### src/rtl/mbb_serial_mac_if.sv
// Operand/result bus of the crumb-serial MAC plus the mBB crumb port.
// The slave side is the MAC; the master side is the requester that also
// hosts the combinational 2x2 mBB.
interface mbb_serial_mac_if #(
  parameter int unsigned ACC_W = 24
);
  logic             i_valid;
  logic             o_ready;
  logic [7:0]       i_a;
  logic [7:0]       i_b;
  logic             i_a_signed;
  logic             i_b_signed;
  logic [1:0]       i_prec;
  logic             i_acc_clr;
  logic [1:0]       mbb_a;
  logic [1:0]       mbb_b;
  logic [1:0]       mbb_sel;
  logic [3:0]       mbb_p;
  logic             o_valid;
  logic [15:0]      o_product;
  logic [ACC_W-1:0] o_acc;

  modport slave (
    input  i_valid, i_a, i_b, i_a_signed, i_b_signed, i_prec, i_acc_clr, mbb_p,
    output o_ready, mbb_a, mbb_b, mbb_sel, o_valid, o_product, o_acc
  );

  modport master (
    output i_valid, i_a, i_b, i_a_signed, i_b_signed, i_prec, i_acc_clr, mbb_p,
    input  o_ready, mbb_a, mbb_b, mbb_sel, o_valid, o_product, o_acc
  );
endinterface

### src/rtl/mbb_serial_mac.sv
// Crumb-serial multiply-accumulate sequencer around one 2x2 mBB.
// Operands are split into 2-bit crumbs (A inner loop, B outer loop), each
// mBB partial product is extended, shifted and summed into a 16-bit product,
// which is then added to (or loaded into) the accumulator.
// Build option: define MBB_SERIAL_SAT_EN for a saturating accumulator;
// otherwise the accumulator wraps.
module mbb_serial_mac #(
  parameter int unsigned ACC_W = 24
) (
  input logic           clk,
  input logic           nrst,
  mbb_serial_mac_if.slave bus
);

  typedef enum logic [1:0] {StIdle, StRun, StDone} state_e;

  state_e           state_q, state_d;
  logic [7:0]       a_q, b_q;
  logic             a_signed_q, b_signed_q, acc_clr_q;
  logic [1:0]       last_q;  // N-1: index of the top crumb
  logic [1:0]       i_q, j_q;
  logic [15:0]      psum_q, psum_d;
  logic [15:0]      product_q, prod_d;
  logic [ACC_W-1:0] acc_q, acc_d, acc_ext, acc_base;
  logic [1:0]       prec_last;
  logic [1:0]       sel;
  logic [15:0]      p_ext;
  logic [2:0]       ij_sum;
  logic [3:0]       shamt;
  logic             accept, run, last_step, any_signed;

  assign accept     = (state_q == StIdle) && bus.i_valid;
  assign run        = (state_q == StRun);
  assign last_step  = run && (i_q == last_q) && (j_q == last_q);
  assign any_signed = a_signed_q | b_signed_q;
  // Reserved precision 11 behaves as 8-bit.
  assign prec_last  = (bus.i_prec == 2'b00) ? 2'd0 : (bus.i_prec == 2'b01) ? 2'd1 : 2'd3;

  // Crumb drive to the mBB; only the top crumb of a signed operand is signed.
  always_comb begin
    bus.mbb_a = 2'b00;
    bus.mbb_b = 2'b00;
    sel       = 2'b00;
    if (run) begin
      bus.mbb_a = a_q[{i_q, 1'b0} +: 2];
      bus.mbb_b = b_q[{j_q, 1'b0} +: 2];
      sel       = {a_signed_q && (i_q == last_q), b_signed_q && (j_q == last_q)};
    end
  end

  assign bus.mbb_sel = sel;

  // Extend, weight by 4^(i+j) and add the current mBB result.
  always_comb begin
    p_ext  = (sel == 2'b00) ? {12'b0, bus.mbb_p} : {{12{bus.mbb_p[3]}}, bus.mbb_p};
    ij_sum = {1'b0, i_q} + {1'b0, j_q};
    shamt  = {ij_sum, 1'b0};
    psum_d = psum_q + (p_ext << shamt);
  end

  // Final product extended from bit 4N-1 of the running partial sum.
  always_comb begin
    case (last_q)
      2'd0:    prod_d = any_signed ? {{12{psum_d[3]}}, psum_d[3:0]} : {12'b0, psum_d[3:0]};
      2'd1:    prod_d = any_signed ? {{8{psum_d[7]}}, psum_d[7:0]} : {8'b0, psum_d[7:0]};
      default: prod_d = psum_d;
    endcase
  end

`ifdef MBB_SERIAL_SAT_EN
  logic [ACC_W:0] sum_w;

  // Saturating accumulate; the extra top bit of the widened sum flags overflow.
  always_comb begin
    acc_ext  = any_signed ? ACC_W'($signed(prod_d)) : ACC_W'(prod_d);
    acc_base = acc_clr_q ? '0 : acc_q;
    if (any_signed) begin
      sum_w = {acc_base[ACC_W-1], acc_base} + {acc_ext[ACC_W-1], acc_ext};
      if (sum_w[ACC_W] != sum_w[ACC_W-1]) begin
        acc_d = sum_w[ACC_W] ? {1'b1, {(ACC_W-1){1'b0}}} : {1'b0, {(ACC_W-1){1'b1}}};
      end else begin
        acc_d = sum_w[ACC_W-1:0];
      end
    end else begin
      sum_w = {1'b0, acc_base} + {1'b0, acc_ext};
      acc_d = sum_w[ACC_W] ? '1 : sum_w[ACC_W-1:0];
    end
  end
`else
  // Wrapping accumulate.
  always_comb begin
    acc_ext  = any_signed ? ACC_W'($signed(prod_d)) : ACC_W'(prod_d);
    acc_base = acc_clr_q ? '0 : acc_q;
    acc_d    = acc_base + acc_ext;
  end
`endif

  // FSM state register.
  always_ff @(posedge clk) begin
    if (!nrst) state_q <= StIdle;
    else       state_q <= state_d;
  end

  // FSM next state.
  always_comb begin
    state_d = state_q;
    case (state_q)
      StIdle:  if (bus.i_valid) state_d = StRun;
      StRun:   if (last_step) state_d = StDone;
      StDone:  state_d = StIdle;
      default: state_d = StIdle;
    endcase
  end

  // Operand latch, crumb counters, partial sum and result registers.
  always_ff @(posedge clk) begin
    if (!nrst) begin
      a_q        <= '0;
      b_q        <= '0;
      a_signed_q <= 1'b0;
      b_signed_q <= 1'b0;
      acc_clr_q  <= 1'b0;
      last_q     <= '0;
      i_q        <= '0;
      j_q        <= '0;
      psum_q     <= '0;
      product_q  <= '0;
      acc_q      <= '0;
    end else begin
      if (accept) begin
        a_q        <= bus.i_a;
        b_q        <= bus.i_b;
        a_signed_q <= bus.i_a_signed;
        b_signed_q <= bus.i_b_signed;
        acc_clr_q  <= bus.i_acc_clr;
        last_q     <= prec_last;
        i_q        <= '0;
        j_q        <= '0;
        psum_q     <= '0;
      end
      if (run) begin
        psum_q <= psum_d;
        if (i_q == last_q) begin
          i_q <= '0;
          if (j_q != last_q) j_q <= j_q + 2'd1;
        end else begin
          i_q <= i_q + 2'd1;
        end
      end
      if (last_step) begin
        product_q <= prod_d;
        acc_q     <= acc_d;
      end
    end
  end

  assign bus.o_ready   = (state_q == StIdle);
  assign bus.o_valid   = (state_q == StDone);
  assign bus.o_product = product_q;
  assign bus.o_acc     = acc_q;

endmodule

### src/flat_wrapper.sv
// flat-port wrapper written by rule: the top's interface ports become plain ports
module mbb_serial_mac_flat 
#(
  parameter int unsigned ACC_W = 24
)
  (clk, nrst, bus_i_valid, bus_i_a, bus_i_b, bus_i_a_signed, bus_i_b_signed, bus_i_prec, bus_i_acc_clr, bus_mbb_p, bus_o_ready, bus_mbb_a, bus_mbb_b, bus_mbb_sel, bus_o_valid, bus_o_product, bus_o_acc);
  mbb_serial_mac_if #(.ACC_W(ACC_W)) bus_i ();
  input logic clk;
  input logic nrst;
  input wire logic [$bits(bus_i.i_valid)-1:0] bus_i_valid;
  input wire logic [$bits(bus_i.i_a)-1:0] bus_i_a;
  input wire logic [$bits(bus_i.i_b)-1:0] bus_i_b;
  input wire logic [$bits(bus_i.i_a_signed)-1:0] bus_i_a_signed;
  input wire logic [$bits(bus_i.i_b_signed)-1:0] bus_i_b_signed;
  input wire logic [$bits(bus_i.i_prec)-1:0] bus_i_prec;
  input wire logic [$bits(bus_i.i_acc_clr)-1:0] bus_i_acc_clr;
  input wire logic [$bits(bus_i.mbb_p)-1:0] bus_mbb_p;
  output wire logic [$bits(bus_i.o_ready)-1:0] bus_o_ready;
  output wire logic [$bits(bus_i.mbb_a)-1:0] bus_mbb_a;
  output wire logic [$bits(bus_i.mbb_b)-1:0] bus_mbb_b;
  output wire logic [$bits(bus_i.mbb_sel)-1:0] bus_mbb_sel;
  output wire logic [$bits(bus_i.o_valid)-1:0] bus_o_valid;
  output wire logic [$bits(bus_i.o_product)-1:0] bus_o_product;
  output wire logic [$bits(bus_i.o_acc)-1:0] bus_o_acc;
  assign bus_i.i_valid = bus_i_valid;
  assign bus_i.i_a = bus_i_a;
  assign bus_i.i_b = bus_i_b;
  assign bus_i.i_a_signed = bus_i_a_signed;
  assign bus_i.i_b_signed = bus_i_b_signed;
  assign bus_i.i_prec = bus_i_prec;
  assign bus_i.i_acc_clr = bus_i_acc_clr;
  assign bus_i.mbb_p = bus_mbb_p;
  assign bus_o_ready = bus_i.o_ready;
  assign bus_mbb_a = bus_i.mbb_a;
  assign bus_mbb_b = bus_i.mbb_b;
  assign bus_mbb_sel = bus_i.mbb_sel;
  assign bus_o_valid = bus_i.o_valid;
  assign bus_o_product = bus_i.o_product;
  assign bus_o_acc = bus_i.o_acc;
  mbb_serial_mac #(.ACC_W(ACC_W)) u_core (.clk(clk), .nrst(nrst), .bus(bus_i));
endmodule
### config.mk
export PLATFORM = sky130hd
export DESIGN_NAME = mbb_serial_mac_flat
export DESIGN_NICKNAME = d
export VERILOG_FILES = /design/src/rtl/mbb_serial_mac_if.sv /design/src/rtl/mbb_serial_mac.sv /design/src/flat_wrapper.sv
export SDC_FILE = /design/constraint.sdc
export NUM_CORES = 1
export LEC_CHECK = 0
export ABC_AREA = 0
export BUFFER_PORTS_ARGS = -buffer_cell sky130_fd_sc_hd__buf_2
export CORE_MARGIN = 1.5
export CORE_UTILIZATION = 59
export CTS_CLUSTER_DIAMETER = 30
export DETAILED_ROUTE_END_ITERATION = 7
export GPL_TIMING_DRIVEN = 1
export HOLD_SLACK_MARGIN = 0.1
export PLACE_DENSITY = 0.9
export SETUP_SLACK_MARGIN = 0.1
export SYNTH_ARGS = -nofsm -noshare
export SYNTH_HDL_FRONTEND = slang
export SYNTH_SLANG_ARGS = --single-unit
### constraint.sdc
create_clock -name clk -period 7.84 [get_ports clk]
set_clock_uncertainty 0.15 [all_clocks]
set_input_delay 1.568 -clock clk [delete_from_list [all_inputs] [get_ports clk]]
set_output_delay 1.568 -clock clk [all_outputs]
set_load 0.05 [all_outputs]
==> run_results.csv <==
group,metric,value,unit
clock_network,clockBufferDepth,2,
worst_hold_path,min_to,"u_core.b_q[4]",
synth,synth_cell_types,62,
sta,worst_pin_slew,1.267,ns
synth,synth_area,5749,um^2
clock_network,root_buffer,"clkbuf_8",
route,post_drt_via_cell_ratio,6.122,
status,status,"complete, no violations",
pwr,sw_frac_of_total,39.55,%
pwr,power_frac_seq,41.4,%
pwr,power_frac_comb,31.3,%
route,vias,5718,
synth,ys.warnings.count,0,
placement,gp_congestion,0.9904,
sta,fin_crit,6.848,ns
layout,final_cell_area,6360,um^2
floorplanning,rows,35,
sta,setup_tns,0,ns
placement,dpl.cell_count,918,
setup_path,crit_required,7.97,ns
clock_network,post_cts_buffers,0,
sta,post-route-period-util,87.35,%
setup_path,end_kind,"register",
setup_path,start_kind,"primary input",
setup_path,cp.arrival,6.98,ns
worst_hold_path,whs_path_depth,2,
run,drv_cap,0,
worst_hold_path,hold_path_class,"register to register",
sta,setup_viol,0,
pwr,pwr_density_cell,178.1,nW/um^2
global_routing,grt_pass1_wl,24.59,mm
pwr,clock_power_share,27.4,%
placement,io_buffers,75,
clock_network,htree_levels,3,
clock_network,cts_made_buffers,9,
setup_path,reg2reg_setup_slack,1.23,ns
sta,slew_violations,0,
floorplanning,die_h,101.7,um
floorplanning,core_area,9328,um^2
pwr,peakVddDrop,0.1316,mV
worst_hold_path,hp-start,"u_core.b_q[4]",
clock_network,cts_tree,"done",
floorplanning,initial_core_util,61.64,%
synth,synth_fp_nets,817,
clock_network,clk_latency,0.38,ns
route,drcViolationCount,0,
route,wl_per_cell,16.20,um
layout,synthToLayoutAreaGrowth,10.62,%
floorplanning,die_w,101.7,um
sta,hold_viol,0,
synth,synth_edf_count,0,
route,antenna_left,0,
pwr,internal_power,0.0006847,W
layout,antenna_cells,0,
clock_network,cts.sinks,83,
synth,synth_seq_cells,83,
setup_path,crit_type,"primary input to register",
global_routing,grt_pass1_vias,5359,
synth,synth_seq_area_share,28.90,%
setup_path,worstPathMaxFanout,9,
route,drtIter0Drc,364,
global_routing,antenna_found_initial,0,
clock_network,cts_repair_resize_count,0,
clock_network,clkTransAtPathRegs,0.10,ns
synth,async_reset_ff_share,0,%
floorplanning,die_area,10350,um^2
floorplanning,io_pins,76,
sta,fmax,146.0,MHz
global_routing,track_usage,29.88,%
layout,fin_nets,868,
route,drt_pass1_iterations,8,
layout,drive_gt1_share,13.91,%
pwr,p_leak,2.839,nW
setup_path,r2r_start,"u_core.j_q[0]",
placement,hpwl,10.96,mm
sta,slew_headroom,15.35,%
pwr,p_switching,0.0004479,W
synth,syn_inst,749,
global_routing,grt-ovfl-total,0,
route,wl,15.13,mm
synth,syn-mean-instance-area,7.676,um^2
layout,stdcell_count,934,
setup_path,reg2reg_to,"u_core.bus.o_acc[23]",
setup_path,reg2reg_depth,26,
clock_network,holdBufCountCts,0,
sta,rsz0062_at_grt,"false",
synth,synth_flop_cell,"dfxtp_1",
global_routing,grt_max_degree,70,
placement,place_area,6170,um^2
-- how the worst max path moves through the flow --
stage / startpoint / endpoint / slack [ns]
2_1_floorplan: bus_mbb_p[3] / u_core.bus.o_acc[23] / 1.59
3_3_place_gp: bus_mbb_p[3] / u_core.bus.o_acc[23] / 1.02
3_5_place_dp: bus_mbb_p[3] / u_core.bus.o_acc[23] / 0.75
4_1_cts: bus_mbb_p[3] / u_core.bus.o_acc[23] / 1.10
5_1_grt: bus_mbb_p[3] / u_core.bus.o_acc[23] / 0.57
6_report: bus_mbb_p[3] / u_core.bus.o_acc[23] / 0.99
-- power by group through the flow --
stage	registers (W)	clock network [W]	logic (W)
finish	0.000469	0.000310	0.000354
global route	0.000472	0.000331	0.000385
CTS	0.000468	0.000314	0.000348
detailed placement	0.000478	0	0.000345
global placement	0.000476	0	0.000332
floorplan	0.000508	0	0.000228
-- critical path, stage by stage --
cell,delay (ns)
buf_2,0.13
nand2_1,0.08
nor4_2,0.34
nor2_1,0.16
nor2_1,0.16
a21oi_1,0.06
a21oi_1,0.17
ha_1,0.29
a21oi_1,0.21
nor3b_1,0.29
mux2_2,0.38
nor2_1,0.45
a21oi_1,0.16
ha_1,0.46
a21o_1,0.16
a31oi_1,0.06
and3_1,0.21
a31oi_1,0.32
a21oi_1,0.18
nor3b_1,0.39
a21oi_1,0.17
and3_1,0.22
o21a_1,0.16
o311ai_1,0.20
-- layer usage --
layer  vias to the layer above  track usage [%]  share of wire [%]
li1                       2755                -                  -
met1                      2692            38.18                 42
met2                       236            50.77                 48
met3                        35            5.314                7.9
met4                         0            10.26                2.4
met5                         -                0                  0
-- placed cells by master, fill, tap and decap left out, drive strengths merged, types with 29 or more instances in the layout --
master,count
nand2,123
dfxtp,83
buf,80
a21oi,61
o21ai,44
nor2,39
ha,37
nor2b,32
a21boi,31
nand3,29
-- logic make-up (layout without fill, tap and decap cells) --
kind of cell    after synthesis  count (layout)  share of synthesized area (%)
xor+xnor                     31              31                          4.723
mux                          10              10                          2.633
buf+inv                      55             111                          3.656
fa+ha+maj                    40              40                          9.097
simple gates                313             313                          26.62
compound gates              217             217                          24.37
flops                        83              83                          28.90
-- flip-flops by register name (all words and copies together), names as in the netlist --
register / flops
u_core.bus.o_product: 16
u_core.last_q: 2
u_core.a_signed_q: 1
u_core.j_q: 2
u_core.i_q: 2
u_core.state_q: 2
u_core.psum_q: 16
u_core.b_q: 8
u_core.acc_clr_q: 1
u_core.a_q: 8
u_core.bus.o_acc: 24
u_core.b_signed_q: 1
-- stage by stage --
| step | hold WS [ns] | setup slack [ns] | power [W] | util [%] |
|---|---|---|---|---|
| finish | 0.3149 | 0.9918 | 0.001133 | 68.18 |
| global route | 0.3329 | 0.5689 | 0.001188 | 68.18 |
| CTS | 0.3129 | 1.099 | 0.001129 | 68.18 |
| detailed placement | 0.2988 | 0.7532 | 0.0008230 | 66.14 |
| global placement | 0.2928 | 1.017 | 0.0008079 | 66.14 |
| floorplan | 0.2831 | 1.585 | 0.0007362 | - |
-- final cells by class --
type | instances | area, um^2
clock buffer | 9 | 123.9
clock inverter | 7 | 66.31
fill | 791 | 2968
inverter | 15 | 56.30
multi-input combinational | 611 | 3877
sequential | 83 | 1662
tap | 129 | 161.4
timing repair buffer | 80 | 412.9
-- synth_stat cells (all sizes together), types with 3 or more instances --
cell type,count,area share (%)
a211oi,8,1.0
a21boi,31,4.0
a21o,17,2.2
a21oi,61,5.4
a31oi,10,1.3
and2,24,2.6
and3,8,0.87
buf,4,0.33
clkbuf,36,2.4
dfxtp,83,29
fa,3,1.0
ha,37,8.1
inv,15,0.98
mux2i,5,0.87
mux4,4,1.6
nand2,123,8.0
nand2b,14,1.5
nand3,29,2.6
nand3b,3,0.39
nand4,3,0.33
nor2,39,2.5
nor2b,32,3.5
nor3,16,1.4
nor3b,4,0.52
nor4,5,0.76
o211ai,11,1.4
o21a,6,0.78
o21ai,44,3.8
o21bai,4,0.52
o31ai,5,0.74
or2,6,0.65
or3,4,0.44
xnor2,10,1.5
xor2,21,3.2
Power figures use the tool's default switching activity.
